### config.mk
export PLATFORM = sky130hd
export DESIGN_NAME = mem_port_arbiter
export DESIGN_NICKNAME = d
export VERILOG_FILES = /design/src/rtl/mem_port_arbiter.sv
export SDC_FILE = /design/constraint.sdc
export NUM_CORES = 1
export LEC_CHECK = 0
export ABC_AREA = 1
export BUFFER_PORTS_ARGS = -buffer_cell sky130_fd_sc_hd__buf_4
export CORE_AREA = 2 2 108 110
export DETAILED_ROUTE_END_ITERATION = 12
export DIE_AREA = 0 0 110 112
export PLACE_DENSITY = 0.58
export SKIP_CTS_REPAIR_TIMING = 1
export SYNTH_ARGS = -nofsm -noshare
export SYNTH_HDL_FRONTEND = slang
export SYNTH_SLANG_ARGS = --single-unit
### constraint.sdc
create_clock -name clk -period 1.5 [get_ports clk]
set_clock_uncertainty 0.1 [all_clocks]
set_input_delay 0.075 -clock clk [delete_from_list [all_inputs] [get_ports clk]]
set_output_delay 0.075 -clock clk [all_outputs]
set_load 0.01 [all_outputs]
### src/rtl/mem_port_arbiter.sv
// Arbiter sharing one single-ported unified memory between instruction fetch and load/store.
// Data has priority unless fetch has lost STARVE_MAX issue slots in a row; misaligned data is rejected locally.
module mem_port_arbiter #(
  parameter int ADDR_WIDTH  = 32,
  parameter int DATA_WIDTH  = 32,
  parameter int MEM_LATENCY = 2,
  parameter int STARVE_MAX  = 4
) (
  input  logic                  clk,
  input  logic                  rst_n,
  input  logic                  if_req,
  input  logic [ADDR_WIDTH-1:0] if_addr,
  output logic                  if_gnt,
  output logic                  if_rvalid,
  output logic [DATA_WIDTH-1:0] if_rdata,
  input  logic                  d_req,
  input  logic                  d_we,
  input  logic [2:0]            d_ctrl,
  input  logic [ADDR_WIDTH-1:0] d_addr,
  input  logic [DATA_WIDTH-1:0] d_wdata,
  output logic                  d_gnt,
  output logic                  d_rvalid,
  output logic [DATA_WIDTH-1:0] d_rdata,
  output logic                  d_err,
  output logic                  mem_en,
  output logic                  mem_we,
  output logic [2:0]            mem_ctrl,
  output logic [ADDR_WIDTH-1:0] mem_addr,
  output logic [DATA_WIDTH-1:0] mem_wdata,
  input  logic [DATA_WIDTH-1:0] mem_rdata,
  output logic                  stall_if,
  output logic                  stall_d
);

  localparam logic [2:0] MEM_B  = 3'b000;
  localparam logic [2:0] MEM_H  = 3'b001;
  localparam logic [2:0] MEM_W  = 3'b010;
  localparam logic [2:0] MEM_BU = 3'b100;
  localparam logic [2:0] MEM_HU = 3'b101;

  localparam int LW = $clog2(MEM_LATENCY + 1);
  localparam int SW = $clog2(STARVE_MAX + 1);
  localparam logic [LW-1:0] LAT_LOAD   = LW'(MEM_LATENCY);
  localparam logic [LW-1:0] LAT_ONE    = LW'(1);
  localparam logic [SW-1:0] STARVE_LIM = SW'(STARVE_MAX);

  typedef enum logic {ST_IDLE, ST_WAIT} state_t;
  typedef enum logic {OWN_IF, OWN_D} owner_t;

  function automatic logic misaligned(input logic [2:0] ctrl, input logic [1:0] lsb);
    case (ctrl)
      MEM_H, MEM_HU: misaligned = lsb[0];
      MEM_W:         misaligned = (lsb != 2'b00);
      MEM_B, MEM_BU: misaligned = 1'b0;
      default:       misaligned = 1'b0;
    endcase
  endfunction

  state_t          state, next_state;
  owner_t          owner, owner_next;
  logic [LW-1:0]   lat_cnt, lat_next;
  logic [SW-1:0]   starve_cnt, starve_next;
  logic            err_q, err_next;
  logic            resp, issue_slot, d_wins, f_wins;

  // A response cycle is the last count of an outstanding transaction.
  assign resp      = (state == ST_WAIT) && (lat_cnt == LAT_ONE);
  assign if_rvalid = resp && (owner == OWN_IF);
  assign d_rvalid  = resp && (owner == OWN_D);
  assign d_err     = err_q;
  assign if_rdata  = if_rvalid ? mem_rdata : '0;
  assign d_rdata   = (d_rvalid && !err_q) ? mem_rdata : '0;
  assign stall_if  = if_req & ~if_rvalid;
  assign stall_d   = d_req & ~d_rvalid;

  // Arbitration, memory-port drive and next-state selection.
  always_comb begin
    next_state  = state;
    owner_next  = owner;
    lat_next    = lat_cnt;
    starve_next = starve_cnt;
    err_next    = 1'b0;
    if_gnt      = 1'b0;
    d_gnt       = 1'b0;
    mem_en      = 1'b0;
    mem_we      = 1'b0;
    mem_ctrl    = 3'b000;
    mem_addr    = '0;
    mem_wdata   = '0;
    d_wins      = 1'b0;
    f_wins      = 1'b0;

    // The rejection cycle of a misaligned access is never an issue slot.
    issue_slot = rst_n && ((state == ST_IDLE) || (resp && !err_q));

    if (state == ST_WAIT) begin
      if (lat_cnt == LAT_ONE) begin
        next_state = ST_IDLE;
        lat_next   = '0;
      end else begin
        lat_next = lat_cnt - LAT_ONE;
      end
    end else begin
      lat_next = '0;
    end

    if (issue_slot) begin
      if (d_req && (starve_cnt < STARVE_LIM)) begin
        d_wins = 1'b1;
      end else if (if_req) begin
        f_wins = 1'b1;
      end else if (d_req) begin
        d_wins = 1'b1;
      end else begin
        d_wins = 1'b0;
      end

      if (f_wins) begin
        if_gnt      = 1'b1;
        mem_en      = 1'b1;
        mem_ctrl    = MEM_W;
        mem_addr    = if_addr;
        next_state  = ST_WAIT;
        owner_next  = OWN_IF;
        lat_next    = LAT_LOAD;
        starve_next = '0;
      end else if (d_wins) begin
        d_gnt      = 1'b1;
        next_state = ST_WAIT;
        owner_next = OWN_D;
        if (if_req) begin
          starve_next = (starve_cnt == STARVE_LIM) ? starve_cnt : starve_cnt + SW'(1);
        end else begin
          starve_next = '0;
        end
        if (misaligned(d_ctrl, d_addr[1:0])) begin
          lat_next = LAT_ONE;
          err_next = 1'b1;
        end else begin
          mem_en    = 1'b1;
          mem_we    = d_we;
          mem_ctrl  = d_ctrl;
          mem_addr  = d_addr;
          mem_wdata = d_we ? d_wdata : '0;
          lat_next  = LAT_LOAD;
        end
      end else begin
        starve_next = '0;
      end
    end else begin
      starve_next = starve_cnt;
    end
  end

  // State, owner and counter registers.
  always_ff @(posedge clk or negedge rst_n) begin
    if (!rst_n) begin
      state      <= ST_IDLE;
      owner      <= OWN_IF;
      lat_cnt    <= '0;
      starve_cnt <= '0;
      err_q      <= 1'b0;
    end else begin
      state      <= next_state;
      owner      <= owner_next;
      lat_cnt    <= lat_next;
      starve_cnt <= starve_next;
      err_q      <= err_next;
    end
  end

endmodule

* Yosys cells after proc, flatten, opt, wreduce, memory -nomap -nowiden
Index checks and enable logic that the tools add are counted.
** Storage, ports and cells
- Memories :: 0
- Logic and storage cells :: 94
- Input bits :: 136
- Memory bits (read-only) :: 0
- Output and inout bits :: 140
- Latch bits :: 0
- Register bits after elaboration :: 8
- RAM bits :: 0
** Cells by class
- $mul :: 0
- Div/mod/pow operators :: 0
- Add/subtract/negate cells :: 2
- Shifts and indexed selects :: 0
- Order comparisons :: 1
- Reductions and logical operators :: 14
- Equality and inequality tests :: 6
- Bitwise logic cells :: 6
- Multiplexer cells :: 60
** Operator list (number)
- 2-to-1 mux 32 bit :: 11
- 2-to-1 mux 1 bit :: 34
- 2-to-1 mux 3 bit :: 8
- 2-to-1 mux 2 bit :: 6
- logical AND 1 bit :: 7
- == test 3 bit (second input constant) :: 2
- inequality test 4 bit (second input constant) :: 1
- inverter 1 bit :: 4
- AND reduction 2 bit :: 2
- nonzero test 2 bit :: 2
- adder 3 x 1 -> 3 bit (second input constant) :: 1
- == test 3 x 1 -> 1 bit (second input constant) :: 1
- == test 3 x 2 -> 1 bit (second input constant) :: 1
- < comparator 3 bit (second input constant) :: 1
- AND 1 bit :: 2
- == test 2 x 1 -> 1 bit (second input constant) :: 1
- one-hot mux 1 bit (2 select lines) :: 1
- OR reduction 2 bit :: 1
- subtractor 2 x 1 -> 2 bit (second input constant) :: 1
- logical NOT 1 bit :: 1
- logical OR 1 bit :: 1

* Logic depth before layout (Yosys ltp)
Gate-level depths: netlist (run 1).
- Word-level depth :: 13
- Gate-level depth with buffers :: 9
- Depth with buffers taken out :: 9

* Worst setup path after synthesis (run 1)
OpenSTA, ideal clock, no wires.
- Path kind :: register -> output
- Start point :: reg lat_cnt[1]
- End point :: out mem_addr[0]
- Arrival :: 1394 ps
- Cell stages (with the launch flop) :: 10
- Slack :: -69 ps
- Cells stage by stage :: dfrtp_1 -> inv_1 -> ha_1 -> inv_1 -> nand2_1 -> nand3_2 -> nor2_4 -> buf_2 -> nand3_1 -> nand2_1
** On the way
- Longest elaborated chain between the ends :: 6
** RTL lines
- from (decl) :: RTL line 61 : logic [LW-1:0] lat_cnt, lat_next;
- from (signal assigned) :: RTL line 166 : lat_cnt <= lat_next;
- == test 2 x 1 -> 1 bit :: RTL line 67 : assign resp = (state == ST_WAIT) && (lat_cnt == LAT_ONE);
- logical AND 1 bit :: RTL line 67
- logical AND 1 bit :: RTL line 94 : issue_slot = rst_n && ((state == ST_IDLE) || (resp && !err_q));
- logical OR 1 bit :: RTL line 94
- logical AND 1 bit :: RTL line 94
- 2-to-1 mux 32 bit :: RTL line 107 : if (issue_slot) begin
- to (decl) :: RTL line 28 : output logic [ADDR_WIDTH-1:0] mem_addr,
No other way between the ends.

* Worst setup path in the final report (run 1)
- Start point :: reg lat_cnt[1]
- End point :: out mem_addr[25]
Same word-level chain as after synthesis.

==> summary.md, run 1 <==
| Metric | Value |
|---|---|
| Slew Viols, Final | `0` |
| Cell variety after synth | `20` |
| CTS tree | `yes` |
| R2r setup slk | `-230 ps` |
| Final WL | `12800 µm` |
| Power Dens Cells | `~800 nW/µm²` |
| CP arrival | `between 1500 and 2000 ps` |
| Status | `complete, but fails checks` |
| Drt pass-1 iters | `5` |
| DRT iter0 DRCs | `roughly 150` |
| Dpl ws | `-242 ps` |
| Setup TNS | `-55200 ps` |
| Fmax | `between 400 and 500 MHz` |
| Syn-to-layout area delta | `154%` |
| Fin crit period | `about 2000 ps` |
| Critical Path Start Type | `flop` |
| Die footprint | `between 10000 and 15000 µm²` |
| I/O Pins | `roughly 280` |
| Core Area | `11200 µm²` |
| Die Y | `around 110 µm` |
| WP data required | `1320 ps` |
| Maximum vdd drop | `0.627 mV` |
| Vias in the first global route | `between 3000 and 4000` |
| H-tree depth | `1` |
| Failing checks | `setup timing` |
| Die width | `around 110 µm` |
| Non-filler cells, final | `872` |
| PnR worst setup slack | `-507 ps` |
| Longest Clk Path Bufs | `2` |
| Syn Inst Count | `~430` |
| RSZ-0062 raised after global routing | `yes` |
| Hold Vio Cnt, Final | `0` |
| Finish-stage setup viols | `roughly 150` |
| DRC errors left | `0` |
| Final HPWL DP | `~8600 µm` |
| Sequential fraction of the synthesis area | `8.46%` |
| Lkg Pwr | `just over 3 nW` |
| Starting Density | `roughly a fifth` |
| Total CTS buffers | `3` |
| Net count, final | `870` |
| IO buf count | `about 280` |
| #FFs+latches synth | `8` |
| Share of layout cells above drive strength 1 | `between 60% and 70%` |
| Reg clk slew, reported paths | `40 ps` |
| Finished Cell Area | `6020 µm²` |
| Antenna diode count | `0` |
| Syn_area_per_cell | `5.45 µm²` |
| Largest net degree at the start of global routing | `34` |
| First-pass GRT wire length | `15600 µm` |
| Clock sinks | `8` |
| Post-DP Area | `about 4800 µm²` |
| Post-synth net total | `573` |
| Critical path type | `reg2out` |
| Max Cap Violations | `0` |
| Worst-Margin Slew | `around 400 ps` |
| GRT overflow | `0` |
| Final antenna-violating net count | `0` |
| Max-slew headroom | `between 70% and 80%` |
| Wirelength per Cell | `between 10 and 15 µm` |
| Row count | `39` |
| Post-placement cell count | `approximately 850` |
| DR vias/cell | `roughly 4.4` |
| Number of synthesis warnings | `0` |
| GP Congestion | `0.863` |
| Worst setup EP type | `output pin` |
| Tcrit/Tclk final | `134%` |
| Initial antenna violation count | `0` |
| Synth Cell Area | `around 2400 µm²` |
| Via count | `slightly below 4000` |
| CTS root buffer | `clkbuf_16` |
| HP Class | `in2reg` |
| Skew-Pair Late Insertion Delay | `between 200 and 250 ps` |
| Crit path max fanout | `8` |
| Fill cells | `about 1000` |
| Total track usage | `between 10% and 20%` |
[area by class of cell]
type	instances	area, µm²	share of cell area, %
timing repair buffer	326	3130	52.0
inverter	53	206	3.43
multi-input combinational	339	2230	37.0
sequential	8	201	3.35
tap	143	179	2.97
clock buffer	3	75.1	1.25
[routing by layer]
metal / share of wire [%] / wire length [µm] / vias up / track usage, %
li1: - / - / 1898 / -
met1: 37 / 4730 / 1757 / 17.8
met2: 53 / 6790 / 186 / 29.0
met3: 8.4 / 1070 / 20 / 3.04
met4: 2.0 / 251 / 0 / 3.63
met5: 0 / 0 / - / 0
[critical path, stage by stage, from the launching register on]
cell and delay (ps):
dfrtp_1 370, inv_2 70, ha_4 130, inv_2 30, nand2_2 70, nand3_4 100, buf_4 160, nor2_4 120
buf_12 140, clkbuf_16 150, nand2_1 60, nand2_2 80, buf_6 100
[worst paths after layout]
check                              start             to  cells past startpoint
hold / removal                    if_req  starve_cnt[1]                      3
min in group asynchronous          rst_n     lat_cnt[0]                      2
setup / recovery              lat_cnt[1]   mem_addr[25]                     12
hold reg to reg            starve_cnt[0]  starve_cnt[0]                      2
max in group asynchronous          rst_n  starve_cnt[2]                      2
setup reg to reg              lat_cnt[0]     lat_cnt[1]                     11
[kinds of logic (layout without fill, tap and decap cells)]
kind of cell | after synthesis | count (layout) | synth area share, %
DFF | 8 | 8 | 8.46
buffers and inverters | 87 | 382 | 16.7
AOI/OAI and AO/OA | 6 | 6 | 1.75
adders and majority gates | 3 | 3 | 1.59
and+or+nand+nor | 330 | 330 | 71.5
[per-stage QoR]
| stage | power (mW) | util [%] | hold WS (ps) |
|---|---|---|---|
| after CTS | 3.65 | 43.8 | -440 |
| final | 4.84 | 53.9 | 59.5 |
| after detailed placement | 3.17 | 43.2 | -192 |
| after global routing | 5.14 | 53.9 | 89.1 |
| after global placement | 3.15 | 43.2 | -195 |
| after floorplan | 1.81 | - | -321 |
[power breakdown]
part           internal (mW)  switching [mW]
logic                   2.10            1.90
clock network          0.345           0.114
registers              0.295          0.0807
total                   2.74            2.10
[sequential cells by signal, summed over array words and instances, names as in the netlist]
register	count
lat_cnt	2
state	1
d_err	1
owner	1
starve_cnt	3
[cells in the mapped netlist, drive strengths merged]
cell	count	area (µm²)
buf	21	148
clkbuf	13	48.8
dfrtp	8	200
ha	3	37.5
inv	53	199
nand2	146	551
nand3	10	55.1
nand3b	62	465
nor2	111	614
o21ai	6	41.3
or2	1	6.26
[cells in the final DEF (no fill, tap or decap)]
cell / synthesis / layout
nand2_1: 145 / 137
clkinv_4: 0 / 1
o21ai_1: 1 / 4
clkbuf_16: 0 / 15
nor2_2: 10 / 29
nand3_4: 0 / 1
dfrtp_1: 8 / 7
buf_6: 2 / 71
buf_8: 0 / 4
inv_4: 0 / 1
inv_2: 5 / 6
nand2_4: 0 / 2
inv_1: 48 / 45
nand3b_1: 62 / 62
nor2_4: 23 / 70
o21ai_2: 0 / 1
nor2_1: 78 / 12
dlygate4sd3_1: 0 / 1
o21ai_4: 1 / 1
buf_12: 2 / 14
ha_4: 0 / 1
ha_1: 3 / 2
or2_4: 0 / 1
nand3_1: 9 / 9
buf_4: 0 / 224
dfrtp_2: 0 / 1
nand2_2: 1 / 7
No activity file was read; power rests on OpenSTA's default activity.
==> run 2, diff against run 1 <==
- ABC_AREA: 1 -> unset
- CORE_AREA: 2 2 108 110 -> 2 2 107 109
- DIE_AREA: 0 0 110 112 -> 0 0 109 111
- PLACE_DENSITY: 0.58 -> 0.52
==> summary.md, run 2 <==
| Metric | Value |
|---|---|
| WP data required | `1320 ps` |
| I/O Pins | `around 280` |
| CTS root buffer | `clkbuf_16` |
| Max-slew headroom | `between 70% and 80%` |
| RSZ-0062 raised after global routing | `yes` |
| GRT overflow | `0` |
| GP Congestion | `0.787` |
| Power Dens Cells | `between 700 and 800 nW/µm²` |
| Syn-to-layout area delta | `209%` |
| Final antenna-violating net count | `0` |
| Syn_area_per_cell | `just over 6 µm²` |
| Fmax | `474 MHz` |
| Via count | `3266` |
| Slew Viols, Final | `0` |
| CP arrival | `approximately 1900 ps` |
| Fill cells | `roughly 1100` |
| Final HPWL DP | `8730 µm` |
| Core Area | `11100 µm²` |
| Hold Slack | `approximately 150 ps` |
| Reg-to-reg startpoint | `lat_cnt[0]` |
| Net count, final | `approximately 730` |
| Post-synth top area share | `between 30% and 40%` |
| Most common cell after layout, fill and taps aside | `buf_4` |
| IO buf count | `between 200 and 300` |
| Worst setup EP type | `output pin` |
| Lkg Pwr | `about 2.6 nW` |
| R2r setup slk | `-400 ps` |
| Antenna diode count | `0` |
| Yosys top cell by area | `and2_1` |
| Finish-stage setup viols | `approximately 150` |
| Largest register FFs | `3` |
| DR vias/cell | `around 4.5` |
| Starting Density | `between 10% and 20%` |
| Largest family of logic cells by synthesized area | `simple AND/OR/NAND/NOR gates` |
| Post-synth net total | `approximately 420` |
| Area of the multi-input gates | `just under 2000 µm²` |
| Synth Cell Area | `between 1500 and 2000 µm²` |
| CP Launch Point | `lat_cnt[0]` |
| Simple logic cell fraction of the synthesized area | `63.5%` |
| Wirelength per Cell | `between 15 and 20 µm` |
| Die width | `around 110 µm` |
| Non-filler cells, final | `approximately 730` |
| Mux cell area share after synthesis | `0%` |
| Syn Inst Count | `282` |
| Die footprint | `approximately 12000 µm²` |
| Status | `complete, but fails checks` |
| Failing checks | `setup timing` |
| XOR/XNOR share of the synthesized area | `0%` |
| Largest net degree at the start of global routing | `35` |
| Worst-Margin Slew | `about 360 ps` |
| Number of synthesis warnings | `0` |
| Critical Path Start Type | `flop` |
| FF+latch area | `about 200 µm²` |
| Commonest non-fill, non-tap cells in the layout | `253 x buf_4, 63 x and2_4, 54 x buf_6` |
| CTS tree | `yes` |
| R2r endpoint | `lat_cnt[0]` |
| Crit path to | `mem_wdata[11]` |
| Async SR Flop Fraction | `100%` |
| Share of layout cells above drive strength 1 | `slightly above 80%` |
| Hold Vio Cnt, Final | `0` |
| DRT iter0 DRCs | `between 150 and 200` |
| Vias in the first global route | `about 3000` |
| Tcrit/Tclk final | `141%` |
| Regs by FF count | `starve_cnt x3, lat_cnt x2` |
| Max Cap Violations | `0` |
| Initial antenna violation count | `0` |
| Sequential fraction of the synthesis area | `between 10% and 20%` |
| Reg clk slew, reported paths | `40 ps` |
| R2R depth | `6` |
| Row count | `39` |
| Drt pass-1 iters | `4` |
| PnR worst setup slack | `-608 ps` |
| Top_reg_cell synth | `dfrtp_1` |
| Longest Clk Path Bufs | `2` |
| Compound-Gate Fraction of Synth Area | `14.8%` |
| First-pass GRT wire length | `~15000 µm` |
| HP Class | `in2reg` |
| Count leader, synth | `and2_1` |
| Final WL | `11700 µm` |
| Clock sinks | `8` |
| Crit path max fanout | `8` |
| Total track usage | `15.6%` |
| Skew-Pair Late Insertion Delay | `~240 ps` |
| Final design utilization | `48.2%` |
| Post-placement cell count | `708` |
| Critical path type | `reg2out` |
| H-tree depth | `1` |
| Total CTS buffers | `3` |
| Maximum vdd drop | `slightly above 0.4 mV` |
| #FFs+latches synth | `8` |
| Synth top cells by count | `97 x and2_1, 67 x nand3_1, 34 x o21ai_0` |
| Number of flops mapped to enable cells by yosys | `0` |
| Largest register by flop count | `starve_cnt` |
| Dpl ws | `-415 ps` |
| Fin crit period | `2110 ps` |
| Cell variety after synth | `30` |
| Setup TNS | `-64400 ps` |
| Post-Synth Adder-Cell Area | `about 2.2%` |
| Largest cells by area after synthesis | `and2_1 35%, nand3_1 19%, dfrtp_1 12%, o21ai_0 9.8%, clkbuf_1 4.1%` |
| DRC errors left | `0` |
| Die Y | `roughly 110 µm` |
==> run 2: cell families (layout without fill, tap and decap cells) <==
family / Yosys count / in the layout
AO/OA/AOI/OAI: 46 / 46
flip-flops: 8 / 8
adder cells (fa/ha/maj): 3 / 3
buffers and inverters: 35 / 337
AND/OR/NAND/NOR: 190 / 190
==> run 2: report_power, final <==
part / leakage [nW] / internal (mW) / total (mW) / switching (mW)
combinational: 2.49 / 1.83 / 3.32 / 1.50
sequential: 0.102 / 0.293 / 0.343 / 0.0504
clock: 0.0370 / 0.344 / 0.456 / 0.112
total: 2.63 / 2.47 / 4.12 / 1.66
==> run 2: layer usage <==
layer	track usage [%]	part of all wire, %	vias up
met5	0	0	-
met2	31.9	57	178
met3	2.70	8.7	7
met4	2.31	0.78	0
li1	-	-	1560
met1	16.2	33	1521
==> run 2: worst max-delay path, cell delays in order (launching register included) <==
cell and delay [ps]:
dfrtp_1 370, ha_2 170, and2b_1 160, o211ai_1 320
nor4b_4 80, buf_6 150, clkbuf_16 150, and2_1 150
buf_4 140
==> run 2: cell type report <==
| cell class | count | share of cell area (%) |
|---|---|---|
| timing repair buffer | 326 | 54.3 |
| multi-input combinational | 239 | 36.6 |
| sequential | 8 | 3.75 |
| tap | 143 | 3.35 |
| clock buffer | 3 | 1.41 |
| inverter | 8 | 0.562 |
==> run 2: worst min-delay path by stage <==
| stage | startpoint | to | slack [ps] | depth (start not counted) |
|---|---|---|---|---|
| final | d_req | owner | 150 | 4 |
| after global routing | if_req | starve_cnt[2] | 210 | 4 |
| after CTS | rst_n | starve_cnt[2] | -440 | 1 |
| after detailed placement | rst_n | starve_cnt[2] | -200 | 1 |
| after global placement | rst_n | starve_cnt[0] | -200 | 1 |
| after floorplan | rst_n | d_err | -320 | 0 |
==> run 2: per-stage QoR <==
stage	total power [mW]	cell area, µm²
global route	4.39	5340
CTS	3.54	4670
global placement	3.04	4600
finish	4.12	5340
detailed placement	3.07	4600
floorplan	1.77	2180
